**src/rtl/dly_pkg.sv**
```systemverilog
// Shared helpers and types for the bus delay line and its warm-up counter.
package dly_pkg;

  function automatic int clog2(input int value);
    int r;
    r = 0;
    while ((1 << r) < value) r++;
    return r;
  endfunction

  localparam int DLY_MAX = 256;
  localparam int COUNT_W = clog2(DLY_MAX + 1);

  typedef logic [COUNT_W-1:0] cnt_t;

endpackage

```
**src/rtl/dly_warmup_cnt.sv**
```systemverilog
// Saturating warm-up counter: counts enabled edges since reset/clear, stops at LIMIT,
// and flags when LIMIT has been reached.
module dly_warmup_cnt
  import dly_pkg::*;
#(
  parameter int CNT_W = COUNT_W,
  parameter int LIMIT = 8
) (
  input  logic             clk,
  input  logic             rst_n,
  input  logic             i_en,
  input  logic             i_clr,
  output logic [CNT_W-1:0] o_count,
  output logic             o_primed
);

  logic [CNT_W-1:0] count_reg;
  logic [CNT_W-1:0] count_next;
  logic             primed_reg;

  always_comb begin
    count_next = count_reg;
    if (i_clr) begin
      count_next = '0;
    end else if (i_en && (count_reg != CNT_W'(LIMIT))) begin
      count_next = count_reg + 1'b1;
    end
  end

  // The flag is derived from the next count so it changes on the same edge as the count.
  always_ff @(posedge clk or negedge rst_n) begin
    if (!rst_n) begin
      count_reg  <= '0;
      primed_reg <= 1'b0;
    end else begin
      count_reg  <= count_next;
      primed_reg <= (count_next == CNT_W'(LIMIT));
    end
  end

  assign o_count  = count_reg;
  assign o_primed = primed_reg;

endmodule

```
**src/rtl/delay_bus_line.sv**
```systemverilog
// WIDTH-bit delay line of DLY_CYCLE enabled stages with stall, flush and primed flag.
// Optional runtime tap select is enabled by defining DLY_BUS_TAP_EN.
module delay_bus_line
  import dly_pkg::*;
#(
  parameter int               WIDTH     = 3,
  parameter int               DLY_CYCLE = 8,
  parameter logic [WIDTH-1:0] RST_VAL   = '0
) (
  input  logic                              clk,
  input  logic                              rst_n,
  input  logic                              i_en,
  input  logic                              i_clr,
  input  logic [WIDTH-1:0]                  i_data,
`ifdef DLY_BUS_TAP_EN
  input  logic [clog2(DLY_CYCLE + 1)-1:0]   i_tap,
`endif
  output logic [WIDTH-1:0]                  o_data,
  output logic                              o_primed
);

  logic [WIDTH-1:0] stage_q [DLY_CYCLE];
  cnt_t             count;
  logic             cnt_primed;

  genvar gi;
  generate
    for (gi = 0; gi < DLY_CYCLE; gi++) begin : g_stage
      logic [WIDTH-1:0] d_next;
      logic [WIDTH-1:0] q_reg;

      if (gi == 0) begin : g_head
        assign d_next = i_data;
      end else begin : g_tail
        assign d_next = stage_q[gi-1];
      end

      always_ff @(posedge clk or negedge rst_n) begin
        if (!rst_n) begin
          q_reg <= RST_VAL;
        end else if (i_clr) begin
          q_reg <= RST_VAL;
        end else if (i_en) begin
          q_reg <= d_next;
        end
      end

      assign stage_q[gi] = q_reg;
    end
  endgenerate

  dly_warmup_cnt #(
    .CNT_W (COUNT_W),
    .LIMIT (DLY_CYCLE)
  ) u_warmup (
    .clk      (clk),
    .rst_n    (rst_n),
    .i_en     (i_en),
    .i_clr    (i_clr),
    .o_count  (count),
    .o_primed (cnt_primed)
  );

`ifdef DLY_BUS_TAP_EN
  int tap_sel;

  // Tap 0 reads as 1 and taps beyond the line length read the last stage.
  always_comb begin
    tap_sel = int'(i_tap);
    if (tap_sel == 0) begin
      tap_sel = 1;
    end else if (tap_sel > DLY_CYCLE) begin
      tap_sel = DLY_CYCLE;
    end
    o_data = stage_q[DLY_CYCLE-1];
    for (int k = 0; k < DLY_CYCLE; k++) begin
      if (k == tap_sel - 1) o_data = stage_q[k];
    end
  end

  assign o_primed = cnt_primed | (count >= cnt_t'(tap_sel));
`else
  assign o_data   = stage_q[DLY_CYCLE-1];
  // Both terms agree when the counter limit matches the line length.
  assign o_primed = cnt_primed & (count == cnt_t'(DLY_CYCLE));
`endif

endmodule

```
**config.mk**
```make
export PLATFORM = sky130hd
export DESIGN_NAME = delay_bus_line
export DESIGN_NICKNAME = d
export VERILOG_FILES = /design/src/rtl/dly_pkg.sv /design/src/rtl/dly_warmup_cnt.sv /design/src/rtl/delay_bus_line.sv
export SDC_FILE = /design/constraint.sdc
export NUM_CORES = 1
export LEC_CHECK = 0
export ABC_CLOCK_PERIOD_IN_PS = 2500
export BUFFER_PORTS_ARGS = -buffer_cell sky130_fd_sc_hd__buf_2
export CORE_UTILIZATION = 55
export CTS_CLUSTER_DIAMETER = 50
export DETAILED_ROUTE_END_ITERATION = 7
export GPL_TIMING_DRIVEN = 0
export PLACE_DENSITY_LB_ADDON = 0.1
export SETUP_SLACK_MARGIN = 0.5
export SLEW_MARGIN = 40
export SYNTH_ARGS = -nofsm -noshare
export SYNTH_HDL_FRONTEND = slang
export SYNTH_SLANG_ARGS = --single-unit
```
**constraint.sdc**
```tcl
create_clock -name clk -period 2.5 [get_ports clk]
set_input_delay 0.5 -clock clk [delete_from_list [all_inputs] [get_ports clk]]
set_output_delay 0.5 -clock clk [all_outputs]
set_load 0.02 [all_outputs]
```
Word level (Yosys, flattened, before mapping)
Cells that the tools add are included.

Word-level logic and storage cells: 35. Input port bits: 7. Register bits after elaboration: 34.

Bitwise logic cells: 1. Reductions and logical operators: 2. Equal/unequal tests: 3. $add $sub $neg: 1. Mux-type cells: 18.

Operators with widths (number): $mux 3 (16); $eq 9x4->1 const B (2); $mux 9 (2); $add 9x1->9 const B (1); $ne 9x4->1 const B (1); $reduce_bool 2->1 (1); $and 1x1->1 (1); $logic_and 1x1->1 (1).

Depth between registers and ports, before layout
Depth in word-level cells: 5. Depth in mapped cells: 7.

Hierarchy
From an unflattened synthesis, not the netlist that was laid out.

Cell total of the unflattened synthesis: 139. Area total of the unflattened synthesis: 1606.5 sq um.

Modules (own cells, without submodules): delay_bus_line (cells each 80, times used 1, area each 1014.7 sq um, seq. area each 600.6 sq um); dly_warmup_cnt (cells each 59, times used 1, area each 591.8 sq um, seq. area each 250.2 sq um).

Worst setup path after synthesis
OpenSTA, ideal clock, no wires.

Path kind: reg-to-reg. From: register u_warmup.count_reg[0], in the netlist u_warmup.o_count[0]. To: register u_warmup.primed_reg, in the netlist u_warmup.o_primed. Library setup time: 80 ps. Slack: 665 ps. Clock period less this slack: 1835 ps. Data required time: 2420 ps. Cell stages (with the launch flop): 8. Path buffers: 0. Arrival time: 1754 ps. Cells stage by stage: dfrtp_1 > inv_1 > ha_1 > nor4b_2 > nand2_1 > a22o_1 > or4_1 > nor3_2.

Cells in the longest elaborated chain, start to end: 5. Elaborated cells between the ends (all ways): 6. Those cells by class: add/sub: 1; eq/ne: 2; mux: 2; reduce/logical: 1.

Ends and longest elaborated chain: from (decl) (RTL line dly_warmup_cnt.sv:17) `logic [CNT_W-1:0] count_reg;`; from (signal assigned) (RTL line dly_warmup_cnt.sv:36) `count_reg <= count_next;`; parallel branches: the longest is 2 deep, another holds $add 9x1->9; $mux 9 * (RTL line dly_warmup_cnt.sv:25) `end else if (i_en && (count_reg != CNT_W'(LIMIT))) begin`; $mux 9 * (RTL line dly_warmup_cnt.sv:23) `if (i_clr) begin`; net u_warmup.count_next[2] (RTL line dly_warmup_cnt.sv:18) `logic [CNT_W-1:0] count_next;`; $eq 9x4->1 * (RTL line dly_warmup_cnt.sv:37) `primed_reg <= (count_next == CNT_W'(LIMIT));`; to (signal assigned) (RTL line dly_warmup_cnt.sv:37); to (decl) (RTL line dly_warmup_cnt.sv:19) `logic primed_reg;`.

Mark *: on every way through the listed nets, which the timed path passes. A chain may end at the register's enable or synchronous reset.

Worst setup path in the final report
From: register u_warmup.count_reg[0], in the netlist u_warmup.o_count[0]. To: output o_primed.

Cells in the longest elaborated chain, start to end: 2.

Ends and longest elaborated chain: $eq 9x4->1 (RTL line delay_bus_line.sv:85) `assign o_primed = cnt_primed & (count == cnt_t'(DLY_CYCLE));`; $and 1x1->1 (RTL line delay_bus_line.sv:85); to (decl) (RTL line delay_bus_line.sv:19) `output logic o_primed`.

No other way between the ends.

==> metrics.md <==
| Metric | Value |
|---|---|
| Yosys Warn Count | 0 |
| Vias | roughly 1100 |
| R2r setup slk | 0.55 ns |
| GR Overflow Total | 0 |
| Share of layout cells above drive strength 1 | a little under a fifth |
| Top cell type by total area after synthesis | dfrtp_1 |
| Syn Nets | roughly 150 |
| CP Data Required Time | 2.00 ns |
| Synth cell types | 27 |
| Peak supply drop | approximately 0.00044 V |
| Final period utilization | 78.9% |
| IO Pins | 11 |
| CTS tree | built |
| Power Density | around 560 nW/µm² |
| DP HPWL | 1750 µm |
| Post-synth ARST share | 100% |
| Fin Setup TNS | 0 ns |
| RD Place Congestion | just under 0.8 |
| Fmax | around 510 MHz |
| Crit path launch type | register |
| Vias in the first global route | ~960 |
| Top-count cell post-synth | dfrtp_1 |
| Critical-path cell list | inv_2 > ha_1 > nor4b_4 > and3_1 > buf_6 |
| Peak per-stage delay on the critical path | between 0.4 and 0.5 ns |
| Initial Util | 60.1% |
| Htree depth | 2 |
| # diodes | 0 |
| RSZ-0062 raised after global routing | yes |
| Fin. Hold Viols | 0 |
| Dominant cells by area after synthesis | dfrtp_1 56%, mux2i_1 16%, nor2_1 8.1% |
| Post-synth EDFFs | 0 |
| Die X-Extent | approximately 55 µm |
| Top_reg_cell synth | dfrtp_1 |
| Die Ht | 54.7 µm |
| Core ar. | 2540 µm² |
| Clk slew on worst S/H paths | 0.11 ns |
| Tmin final | around 2.0 ns |
| Drt wl/cell | about 14 µm |
| Vias per cell | ~5.6 |
| Worst-margin pin slew | 0.705 ns |
| Clock Path Buffers | 2 |
| Most instantiated cells after synthesis | 34 x dfrtp_1, 33 x nor2_1, 24 x mux2i_1 |
| Total routed wirelength | 2760 µm |
| Class of the worst hold path | input pin to asynchronous set/reset pin |
| P_leak | 0.875 nW |
| Yosys top cell area share | between 50% and 60% |
| CP endpoint kind | output pin |
| Synthesized area | between 1500 and 2000 µm² |
| Synth Instances | between 100 and 150 |
| TritonCTS Buffers | 5 |
| Die area | roughly 3000 µm² |
| # hold bufs at CTS | 0 |
| MaxCap Viol Count | 0 |
| Initial antenna violation count | 0 |
| Crit-path slowest cell | dfrtp_1 |
| Root Driver | clkbuf_4 |
| First-pass DRT Iterations | 4 |
| First-pass GRT wire length | ~4300 µm |
| P&R area growth vs syn | 14.0% |
| Critical path's top delay family | flip-flops |
| Setup CP Type | register to output pin |
| Yosys reg bits | 34 |
| 1st-iter DRT viols | 11 |
| # rows | 18 |
| Final Skew | around 0.011 ns |
| DR DRC count | 0 |
| Synthesized area per cell | approximately 11 µm² |
| Port Buf Inserts | 9 |
| Slew HR | about 53% |
| Final Max Tran Viols | 0 |
| Critical Path AT | 1.47 ns |
| Final nets | 169 |
| Detail Route Antenna Nets | 0 |
| Largest net degree at the start of global routing | 35 |
| Worst skew pair latency | approximately 0.34 ns |
| Worst Path Max Fanout | 2 |
| Total GRT Usage | 21.8% |
| Max reg flops | 21 |
| CTS sink count | 34 |
| Status | complete, no violations |
| Post-synthesis sequential area ratio | between 50% and 60% |
| Endpoints failing setup | 0 |
| Overall Power | 0.972 mW |
| WP buf/inv | 2 |
[cells by family (layout without fill, tap and decap cells)]
kind of cell | count (synthesis) | after routing | share of synthesized area, %
multiplexers | 24 | 24 | 15.7
XOR/XNOR | 7 | 7 | 4.01
adder cells (fa/ha/maj) | 2 | 2 | 1.64
buffers and inverters | 9 | 31 | 2.29
AO/OA/AOI/OAI | 7 | 7 | 3.11
flip-flops | 34 | 34 | 55.6
AND/OR/NAND/NOR | 56 | 56 | 17.6
[what timing repair did]
item / CTS / global route
setup buffers: 2 / 3
endpoints found under the hold margin: 0 / 0
pin swaps: 1 / 4
setup endpoints to repair: 2 / 2
gates resized for setup: 3 / 3
[power by group]
part	switching, mW	internal (mW)
Clock	0.189	0.135
Combinational	0.0490	0.0352
Sequential	0.00542	0.558
[metrics by stage]
| stage | hold WS [ns] | util [%] | instance area [µm²] | instances | setup slack (ns) |
|---|---|---|---|---|---|
| final | 0.0809 | 68.5 | 1740 | 191 | 0.527 |
| after global routing | 0.0929 | 68.5 | 1740 | 191 | 0.426 |
| after CTS | 0.221 | 66.9 | 1700 | 188 | 0.502 |
| after floorplan | 0.204 | - | 1530 | 139 | 0.665 |
| after global placement | 0.499 | 63.3 | 1610 | 178 | 0.524 |
| after detailed placement | 0.514 | 63.3 | 1610 | 178 | 0.467 |
[placed cells by master (no fill, tap or decap)]
cell type / count
nand2_1: 9
ha_1: 2
inv_2: 1
and4_4: 1
clkbuf_1: 3
a22o_1: 1
xor2_1: 3
buf_1: 3
or3_1: 2
nand3_1: 1
clkbuf_8: 1
clkinvlp_4: 1
dfrtp_1: 34
buf_4: 6
nand4_1: 1
a31oi_1: 1
clkbuf_4: 5
a21oi_1: 2
mux2i_1: 24
buf_6: 1
nor3_1: 2
and3_1: 2
a221oi_1: 1
nor2b_1: 1
or4_4: 1
nor2_1: 33
nor4b_4: 2
buf_2: 8
o21ai_0: 1
xnor2_1: 4
clkinv_2: 1
inv_1: 1
a311oi_1: 1
nor3_2: 1
[final timing paths]
check                                           startpoint                               to  cells past startpoint
max in group asynchronous                            rst_n  g_stage[6].q_reg[2]$_DFFE_PN0P_                      1
hold reg to reg            g_stage[5].q_reg[2]$_DFFE_PN0P_  g_stage[6].q_reg[2]$_DFFE_PN0P_                      2
hold / removal                                       rst_n  g_stage[1].q_reg[0]$_DFFE_PN0P_                      1
setup reg to reg             u_warmup.o_count[0]$_DFF_PN0_      u_warmup.o_primed$_DFF_PN0_                      7
setup / recovery             u_warmup.o_count[0]$_DFF_PN0_                         o_primed                      5
min in group clk                                 i_data[2]  g_stage[0].q_reg[2]$_DFFE_PN0P_                      3
[layer usage]
metal  global-route usage (%)  up-vias  part of all wire (%)
li1                         -      516                     -
met1                     26.0      530                    45
met2                     34.1       23                    49
met3                     9.17        5                   4.3
met4                     8.97        0                   1.6
met5                        0        -                     0
[area by class of cell]
class                           instances  area [µm²]
Timing Repair Buffer                   14        91.3
Inverter                                2        7.51
Fill cell                             206         802
Clock buffer                            6        51.3
Tap cell                               30        37.5
Clock inverter                          2        12.5
Sequential cell                        34         851
Multi-Input combinational cell         96         664
Buffer                                  7        27.5
Power figures use the tool's default switching activity.
